[src/rtl/block_pipe_pkg.sv]
// block_pipe_pkg: widths and beat type shared by the block distributor and reorder collector
package block_pipe_pkg;
    localparam int DEFAULT_BLOCK_WIDTH = 32;
    localparam int DEFAULT_SEQUENCE_ID_WIDTH = 8;
    typedef struct packed {
        logic [DEFAULT_BLOCK_WIDTH-1:0] data;
        logic [DEFAULT_SEQUENCE_ID_WIDTH-1:0] seq_id;
    } lane_beat_t;
endpackage

[src/rtl/block_reorder_collector_if.sv]
// block_reorder_collector_if: tagged lane inputs and in-order output stream of the reorder collector
interface block_reorder_collector_if #(
    parameter int BLOCK_WIDTH = block_pipe_pkg::DEFAULT_BLOCK_WIDTH,
    parameter int NUM_LANES = 4,
    parameter int SEQUENCE_ID_WIDTH = block_pipe_pkg::DEFAULT_SEQUENCE_ID_WIDTH,
    parameter int ROB_DEPTH = 8
);
    logic [BLOCK_WIDTH-1:0] lane_data [NUM_LANES];
    logic [SEQUENCE_ID_WIDTH-1:0] lane_seq_id [NUM_LANES];
    logic [NUM_LANES-1:0] lane_valid;
    logic [NUM_LANES-1:0] lane_ready;
    logic [BLOCK_WIDTH-1:0] data_out;
    logic [SEQUENCE_ID_WIDTH-1:0] data_out_seq_id;
    logic data_out_valid;
    logic data_out_ready;
    logic [$clog2(ROB_DEPTH+1)-1:0] occupancy;
    logic seq_error;
    modport master (
        output lane_data, lane_seq_id, lane_valid, data_out_ready,
        input lane_ready, data_out, data_out_seq_id, data_out_valid, occupancy, seq_error
    );
    modport slave (
        input lane_data, lane_seq_id, lane_valid, data_out_ready,
        output lane_ready, data_out, data_out_seq_id, data_out_valid, occupancy, seq_error
    );
endinterface

[src/rtl/seq_window_check.sv]
// seq_window_check: classifies one lane tag against the reorder window and slot occupancy
module seq_window_check #(
    parameter int SEQUENCE_ID_WIDTH = block_pipe_pkg::DEFAULT_SEQUENCE_ID_WIDTH,
    parameter int ROB_DEPTH = 8
) (
    input logic [SEQUENCE_ID_WIDTH-1:0] tag,
    input logic [SEQUENCE_ID_WIDTH-1:0] expected_seq,
    input logic [ROB_DEPTH-1:0] occupied,
    output logic in_window,
    output logic [$clog2(ROB_DEPTH)-1:0] slot,
    output logic duplicate
);
    localparam int IW = $clog2(ROB_DEPTH);
    logic [SEQUENCE_ID_WIDTH-1:0] offset;
    assign offset = tag - expected_seq;
    // power-of-two depth: offset < ROB_DEPTH exactly when the bits above the slot index are zero
    assign in_window = (offset >> IW) == '0;
    assign slot = tag[IW-1:0];
    assign duplicate = in_window & occupied[slot];
endmodule

[src/rtl/block_reorder_collector.sv]
// block_reorder_collector: merges tagged lane results into one stream in strict sequence order
module block_reorder_collector #(
    parameter int BLOCK_WIDTH = block_pipe_pkg::DEFAULT_BLOCK_WIDTH,
    parameter int NUM_LANES = 4,
    parameter int SEQUENCE_ID_WIDTH = block_pipe_pkg::DEFAULT_SEQUENCE_ID_WIDTH,
    parameter int ROB_DEPTH = 8
) (
    input logic clk,
    input logic rst_n,
    block_reorder_collector_if.slave bus
);
    localparam int IW = $clog2(ROB_DEPTH);
    localparam int OW = $clog2(ROB_DEPTH + 1);
    logic [SEQUENCE_ID_WIDTH-1:0] expected_seq;
    logic [ROB_DEPTH-1:0] occ, occ_next;
    logic [BLOCK_WIDTH-1:0] slot_data [ROB_DEPTH];
    logic [SEQUENCE_ID_WIDTH-1:0] slot_seq [ROB_DEPTH];
    logic [OW-1:0] occupancy, occupancy_next;
    logic seq_error;
    logic [NUM_LANES-1:0] in_window, duplicate, claim, accept, ready;
    logic [IW-1:0] slot [NUM_LANES];
    logic [IW-1:0] head;
    logic pop, dup_hit;

    for (genvar i = 0; i < NUM_LANES; i++) begin : g_lane
        seq_window_check #(
            .SEQUENCE_ID_WIDTH(SEQUENCE_ID_WIDTH),
            .ROB_DEPTH(ROB_DEPTH)
        ) u_check (
            .tag(bus.lane_seq_id[i]),
            .expected_seq(expected_seq),
            .occupied(occ),
            .in_window(in_window[i]),
            .slot(slot[i]),
            .duplicate(duplicate[i])
        );
    end

    // a fresh in-window tag goes to the lowest valid lane offering it; higher lanes wait a cycle and then see a duplicate
    always_comb begin
        claim = '0;
        for (int i = 0; i < NUM_LANES; i++) begin
            claim[i] = in_window[i] & ~duplicate[i];
            for (int j = 0; j < i; j++)
                if (bus.lane_valid[j] && claim[j] && slot[j] == slot[i]) claim[i] = 1'b0;
        end
        accept = claim & bus.lane_valid;
        ready = {NUM_LANES{rst_n}} & (claim | duplicate);
        dup_hit = |(bus.lane_valid & duplicate);
    end

    assign head = expected_seq[IW-1:0];
    assign pop = occ[head] & bus.data_out_ready;

    always_comb begin
        occ_next = occ;
        occupancy_next = occupancy - OW'(pop);
        if (pop) occ_next[head] = 1'b0;
        for (int i = 0; i < NUM_LANES; i++)
            if (accept[i]) begin
                occ_next[slot[i]] = 1'b1;
                occupancy_next = occupancy_next + OW'(1);
            end
    end

    always_ff @(posedge clk or negedge rst_n) begin
        if (!rst_n) begin
            expected_seq <= '0;
            occ <= '0;
            occupancy <= '0;
            seq_error <= 1'b0;
            for (int k = 0; k < ROB_DEPTH; k++) begin
                slot_data[k] <= '0;
                slot_seq[k] <= '0;
            end
        end else begin
            occ <= occ_next;
            occupancy <= occupancy_next;
            if (pop) expected_seq <= expected_seq + SEQUENCE_ID_WIDTH'(1);
            if (dup_hit) seq_error <= 1'b1;
            for (int i = 0; i < NUM_LANES; i++)
                if (accept[i]) begin
                    slot_data[slot[i]] <= bus.lane_data[i];
                    slot_seq[slot[i]] <= bus.lane_seq_id[i];
                end
        end
    end

    assign bus.lane_ready = ready;
    assign bus.data_out = slot_data[head];
    assign bus.data_out_seq_id = slot_seq[head];
    assign bus.data_out_valid = occ[head];
    assign bus.occupancy = occupancy;
    assign bus.seq_error = seq_error;
endmodule

[src/flat_wrapper.sv]
// flat-port wrapper written by rule: the top's interface ports become plain ports
module block_reorder_collector_flat 
#(
    parameter int BLOCK_WIDTH = block_pipe_pkg::DEFAULT_BLOCK_WIDTH,
    parameter int NUM_LANES = 4,
    parameter int SEQUENCE_ID_WIDTH = block_pipe_pkg::DEFAULT_SEQUENCE_ID_WIDTH,
    parameter int ROB_DEPTH = 8
)
  (clk, rst_n, bus_lane_data, bus_lane_seq_id, bus_lane_valid, bus_data_out_ready, bus_lane_ready, bus_data_out, bus_data_out_seq_id, bus_data_out_valid, bus_occupancy, bus_seq_error);
  block_reorder_collector_if #(.BLOCK_WIDTH(BLOCK_WIDTH), .NUM_LANES(NUM_LANES), .SEQUENCE_ID_WIDTH(SEQUENCE_ID_WIDTH), .ROB_DEPTH(ROB_DEPTH)) bus_i ();
  input logic clk;
  input logic rst_n;
  input wire logic [$bits(bus_i.lane_data)-1:0] bus_lane_data;
  input wire logic [$bits(bus_i.lane_seq_id)-1:0] bus_lane_seq_id;
  input wire logic [$bits(bus_i.lane_valid)-1:0] bus_lane_valid;
  input wire logic [$bits(bus_i.data_out_ready)-1:0] bus_data_out_ready;
  output wire logic [$bits(bus_i.lane_ready)-1:0] bus_lane_ready;
  output wire logic [$bits(bus_i.data_out)-1:0] bus_data_out;
  output wire logic [$bits(bus_i.data_out_seq_id)-1:0] bus_data_out_seq_id;
  output wire logic [$bits(bus_i.data_out_valid)-1:0] bus_data_out_valid;
  output wire logic [$bits(bus_i.occupancy)-1:0] bus_occupancy;
  output wire logic [$bits(bus_i.seq_error)-1:0] bus_seq_error;
  assign bus_i.lane_data = {>>{bus_lane_data}};
  assign bus_i.lane_seq_id = {>>{bus_lane_seq_id}};
  assign bus_i.lane_valid = bus_lane_valid;
  assign bus_i.data_out_ready = bus_data_out_ready;
  assign bus_lane_ready = bus_i.lane_ready;
  assign bus_data_out = bus_i.data_out;
  assign bus_data_out_seq_id = bus_i.data_out_seq_id;
  assign bus_data_out_valid = bus_i.data_out_valid;
  assign bus_occupancy = bus_i.occupancy;
  assign bus_seq_error = bus_i.seq_error;
  block_reorder_collector #(.BLOCK_WIDTH(BLOCK_WIDTH), .NUM_LANES(NUM_LANES), .SEQUENCE_ID_WIDTH(SEQUENCE_ID_WIDTH), .ROB_DEPTH(ROB_DEPTH)) u_core (.clk(clk), .rst_n(rst_n), .bus(bus_i));
endmodule
[config.mk]
export PLATFORM = sky130hd
export DESIGN_NAME = block_reorder_collector_flat
export DESIGN_NICKNAME = d
export VERILOG_FILES = /design/src/rtl/block_pipe_pkg.sv /design/src/rtl/block_reorder_collector_if.sv /design/src/rtl/seq_window_check.sv /design/src/rtl/block_reorder_collector.sv /design/src/flat_wrapper.sv
export SDC_FILE = /design/constraint.sdc
export NUM_CORES = 1
export LEC_CHECK = 0
export ABC_AREA = 1
export CAP_MARGIN = 25
export CORE_AREA = 2 2 342 344
export CTS_CLUSTER_DIAMETER = 100
export CTS_CLUSTER_SIZE = 40
export DETAILED_ROUTE_END_ITERATION = 10
export DIE_AREA = 0 0 344 346
export GPL_TIMING_DRIVEN = 0
export PLACE_DENSITY = 0.42
export SETUP_SLACK_MARGIN = 0.02
export SYNTH_ARGS = -nofsm -noshare
export SYNTH_HDL_FRONTEND = slang
export SYNTH_SLANG_ARGS = --single-unit
[constraint.sdc]
create_clock -name clk -period 9.9 [get_ports clk]
set_clock_uncertainty 0.1 [all_clocks]
set_input_delay 1.98 -clock clk [delete_from_list [all_inputs] [get_ports clk]]
set_output_delay 1.98 -clock clk [all_outputs]
set_load 0.01 [all_outputs]
== Yosys cells after proc, flatten, opt, wreduce, memory -nomap -nowiden ==
Index checks and enable logic that the tools add are counted.
Storage, ports and cells
  flip-flop bits (word level): 341
  bits of input ports: 167
  output and inout port bits: 50
  word-level logic and storage cells: 179
Cells by class
  add/sub/neg operators: 10
  order comparisons: 19
  equality and inequality tests: 6
  multiplexer cells: 73
  bitwise operators: 28
  reduce and logical (&&, ||, !) cells: 23
Operators by type and width (number)
  $bwmux W256: 4
  $mux W256: 4
  $demux W32 S3: 4
  $bwmux W64: 4
  $mux W64: 4
  $mux W32: 6
  $bmux W32 S3: 1
  $demux W8 S3: 4
  $mux W8: 11
  $logic_not A8 Y1: 4
  $or A8 B8 Y8: 4
  $sub A8 B8 Y8: 4
  $bmux W8 S3: 1
  $ge A4 B4 Y1 const B: 5
  $lt A3 B4 Y1 const B: 5
  $not A3 Y4: 5
  $eq A3 B3 Y1: 6
  $logic_and A1 B1 Y1: 18
  $add A4 B1 Y4 const B: 4
  $lt A4 B1 Y1 const B: 4
  $mux W1: 16
  $mux W4: 4
  $bmux W1 S3: 5
  $demux W1 S3: 5
  other kinds (10): 27

== Logic depth before layout (Yosys ltp) ==
  word-level depth: 22
  gate-level depth with buffers: 27

== By module ==
From an unflattened synthesis, not the netlist that was laid out.
Second synthesis, totals
  cells, all modules: 4935
  area, all modules: 29366.9 um^2
By module, submodules not included
  block_reorder_collector: times used 1, cells each 4539, area each 27244.9 um^2, seq. area each 8533.2 um^2
  seq_window_check: times used 4, cells each 99, area each 530.5 um^2, seq. area each 0.0 um^2

== Worst setup path after synthesis ==
No wires, ideal clock.
  path type: input port to output port
  start: input bus_lane_seq_id[29]
  end: output bus_lane_ready[3]
  data arrival time: 3.672 ns
  data required time: 7.820 ns
  setup slack: 4.148 ns
  stages on the path: 16
  buffers on the path: 0
  cells stage by stage: ha_1 nand2_1 inv_1 a21oi_1 nand3b_1 nand2_1 nand2_2 nor2_4 nand4_4 nand2_2 nor2_2 nand2_1 nand2_1 inv_2 nand2_2 a21oi_1
Between the ends
  longest elaborated chain between the ends: 16
  elaborated cells between the ends (all ways): 22
  those cells by class: add/sub: 1; mux: 6; bitwise: 5; reduce/logical: 10
Ends and longest elaborated chain
  start: declaration: RTL line flat_wrapper.sv:14  | input wire logic [$bits(bus_i.lane_seq_id)-1:0] bus_lane_seq_id;
  $sub A8 B8 Y8 (*): RTL line seq_window_check.sv:15  | assign offset = tag - expected_seq;
  $logic_not A8 Y1 (*): RTL line seq_window_check.sv:17  | assign in_window = (offset >> IW) == '0;
  $and A1 B1 Y1: RTL line seq_window_check.sv:19  | assign duplicate = in_window & occupied[slot];
  $not A1 Y1: RTL line block_reorder_collector.sv:43  | claim[i] = in_window[i] & ~duplicate[i];
  $and A1 B1 Y1 (*): RTL line block_reorder_collector.sv:43
  $logic_and A1 B1 Y1 (*): RTL line block_reorder_collector.sv:45  | if (bus.lane_valid[j] && claim[j] && slot[j] == slot[i]) claim[i] = 1'b0;
  $logic_and A1 B1 Y1: RTL line block_reorder_collector.sv:45
  $mux W1: RTL line block_reorder_collector.sv:45
  $logic_and A1 B1 Y1 (2 in a row): RTL line block_reorder_collector.sv:45
  $mux W1: RTL line block_reorder_collector.sv:45
  $logic_and A1 B1 Y1 (2 in a row): RTL line block_reorder_collector.sv:45
  $mux W1 (*): RTL line block_reorder_collector.sv:45
  $or A4 B4 Y4 (*): RTL line block_reorder_collector.sv:48  | ready = {NUM_LANES{rst_n}} & (claim | duplicate);
  $and A4 B4 Y4 (*): RTL line block_reorder_collector.sv:48
  end: declaration: RTL line flat_wrapper.sv:17  | output wire logic [$bits(bus_i.lane_ready)-1:0] bus_lane_ready;
Every way passes the cells marked *; elsewhere a longest branch is shown, timed or not.

== Worst setup path in the final report ==
  start: input bus_lane_seq_id[28]
  end: output bus_lane_ready[3]
The elaborated chain is that of the path after synthesis.

==> impl_metrics.yaml <==
status:
  status: "finished clean"
pwr:
  ir_drop_mv: 0.153
  power_leakage_uw: 0.0136
  intPower_uw: 4240
  seq_power_share_pct: 28.5
  power.density_nw_per_um2: 257
  switching_share_pct: 46.6
  p_total_uw: 7930
  pwr-share-comb_pct: 55.2
  power.switching_uw: 3700
  clockPowerShare_pct: 16.3
detailed_routing:
  drt_first_pass_iters: 6
  wl_um: 159000
  drt-wirelength-per-cell_um: 28.0
  detail-route-antenna-nets: 0
  via_count: 30600
  viasPerCell: 5.39
  route.detailed.drc: 0
  dr.first_iter.drc_count: 3525
clock_network:
  cts_max_level: 1
  ctsHoldBuffers: 0
  cts_setup_buffers: 0
  insertion_delay_ps: 650
  tritoncts: "done"
  cts_buffers: 26
  path_clk_slew_ps: 100
  cts_buffer_depth: 3
  cts_root_buffer: "clkbuf_16"
  clock-sinks: 341
  cts-resized-gates: 0
run:
  drv_cap: 0
placement:
  io_buffers: 147
  place_congestion: 0.966
  post-place-ws_ps: 2770
  place_hpwl_um: 113000
floorplan:
  die_w_um: 344
  floorplan.die.height_um: 346
  core_area_um2: 115000
  die-area_um2: 119000
  initial_core_util_pct: 22.8
  placementRows: 125
  io_pins: 217
sta:
  fin_crit_ps: 7160
  slew_headroom_pct: 22.5
  rsz0062_at_grt: "false"
  slew_violations: 0
  worst_pin_slew_ps: 1160
  max_freq_ghz: 0.140
  hold_viol: 0
  layout_setup_ws_ps: 2740
  setup_viol: 0
  finalCritPeriodShare_pct: 72.4
final_layout:
  most-common-layout-cells: "1358 x nand2_1, 594 x o211ai_1, 341 x dfrtp_1"
  final_common_cell: "nand2_1"
  syn2layout_area_growth_pct: 16.9
  drive_gt1_share_pct: 6.15
  nets: 4322
logic_synthesis:
  ys_top_cells_by_area: "dfrtp_1 32%, nand2_1 19%, o211ai_1 17%"
  yosysTopAreaCellShare_pct: 32.4
  synthCells: 3945
  postSynthRegisterBits: 341
  yosysTopAreaCell: "dfrtp_1"
  syn_area_per_cell_um2: 6.68
  ys_seq_area_share_pct: 32.4
  syn-num-nets: 4141
  netlist_area_um2: 26400
  yosysWarnings: 0
  yosys.cell_types.count: 42
critical_path:
  end_kind: "output pin"
  critPathKind: "input pin to output pin"
  crit_required_ps: 7820
  cpMostUsedCell: "nand2_1"
  crit_fanout: 6
  crit_arrival_ps: 5080
  cp_cell_sequence: "clkdlybuf4s50_1 > ha_1 > a21oi_1 > nand3_1 > nand2_1 > nand2_1 > inv_1 > nand2_2 > nor2_4 > nand4_4 > nand2_2 > nor2_2 > nand2_1 > nand2_1 > inv_2 > nand2_2 > a21oi_1 > clkdlybuf4s50_1"
  cp_slowest_stage_delay_ps: 550
  start_kind: "input pin"
  slowest_stage: "clkdlybuf4s50_1"
grt:
  grt_util_all_layers_pct: 25.8
  grt_pass1_wl_um: 222000
  grt_start_max_net_pins: 102
  grt_pass1_vias: 28800
  antenna_found_initial: 3
  grt_overflow: 0
hold_path:
  hold_class: "register to register"
## state kept, by name, summed over array words and instances, names as in the netlist
name / count
u_core.slot_data: 256
u_core.slot_seq: 64
u_core.expected_seq: 8
u_core.occ: 8
u_core.bus.occupancy: 4
u_core.bus.seq_error: 1
## cells by family (layout without fill, tap and decap cells)
group           count (synthesis)  in the layout  share of synthesized area [%]
xor+xnor                       35             35                           1.16
fa+ha+maj                      29             29                           1.38
buf+inv                       616            817                           9.78
flops                         341            341                           32.4
simple gates                 1724           1724                           25.7
other cells                     0              1                              0
compound gates               1200           1200                           29.6
## final timing paths
path / cells after the start / to / slack [ps] / startpoint
setup / recovery: 18 / bus_lane_ready[3] / 2740 / bus_lane_seq_id[28]
hold / removal: 2 / u_core.slot_seq[10] / 360 / u_core.slot_seq[10]
setup reg to reg: 24 / u_core.slot_data[152] / 4970 / u_core.expected_seq[2]
hold reg to reg: 2 / u_core.slot_seq[10] / 360 / u_core.slot_seq[10]
max in group asynchronous: 3 / u_core.slot_data[117] / 6980 / rst_n
min in group asynchronous: 1 / u_core.bus.occupancy[2] / 1190 / rst_n
## cell type report
type	instances	area, µm²
Buffer	398	1760
Clock inverter	19	260
Fill cell	13200	84600
Clock buffer	29	682
Antenna cell	1	2.50
Sequential cell	341	8530
Inverter	218	818
Tap cell	1524	1910
Multi-Input combinational cell	2988	15300
Timing Repair Buffer	153	1610
## worst max-delay path: cells and delay by family
kind	cells	cell delay (ps)
buffers and inverters	4	1200
AOI/OAI and AO/OA	2	460
and+or+nand+nor	11	1010
adders and majority gates	1	420
## cells in the mapped netlist (all sizes together)
cell,n
a211oi,2
o211ai,594
o22ai,12
nor3b,1
a31oi,2
o221ai,1
inv,218
a2111oi,1
nand4,18
clkbuf,213
or2,9
buf,185
o21bai,2
a22oi,1
nand3,52
xor2,28
xnor2,7
nor2,248
a21oi,24
dfrtp,341
o2111ai,40
o21a,43
a221oi,1
nor3,23
ha,29
nand2,1366
a21o,3
nand3b,7
o21ai,474
## through the flow
stage               setup TNS (ps)  cells  utilization, %  instance area (µm²)  hold slack (ps)
finish                           0   5671            26.7                30800              363
CTS                              0   5669            26.7                30800              370
global placement          -3831150   5616            25.8                29700              338
detailed placement               0   5621            25.9                29900              344
global route                     0   5670            26.7                30800              395
floorplan                        0   3945               -                26400              321
## per-layer routing
| metal | track usage, % | wire length [µm] | vias up |
|---|---|---|---|
| met3 | 6.54 | 14900 | 321 |
| met2 | 38.8 | 68400 | 1591 |
| met5 | 0 | 55 | - |
| li1 | - | - | 13800 |
| met1 | 34.4 | 67100 | 14900 |
| met4 | 11.8 | 8260 | 8 |
## power by group through the flow
stage	Combinational, µW	Sequential [µW]	Clock (µW)
2_1_floorplan	2730	2190	0
3_3_place_gp	4300	2280	0
3_5_place_dp	4330	2280	0
4_1_cts	4350	2250	1310
5_1_grt	4850	2320	1350
6_report	4380	2260	1290
(Power assumes the default switching activity.)
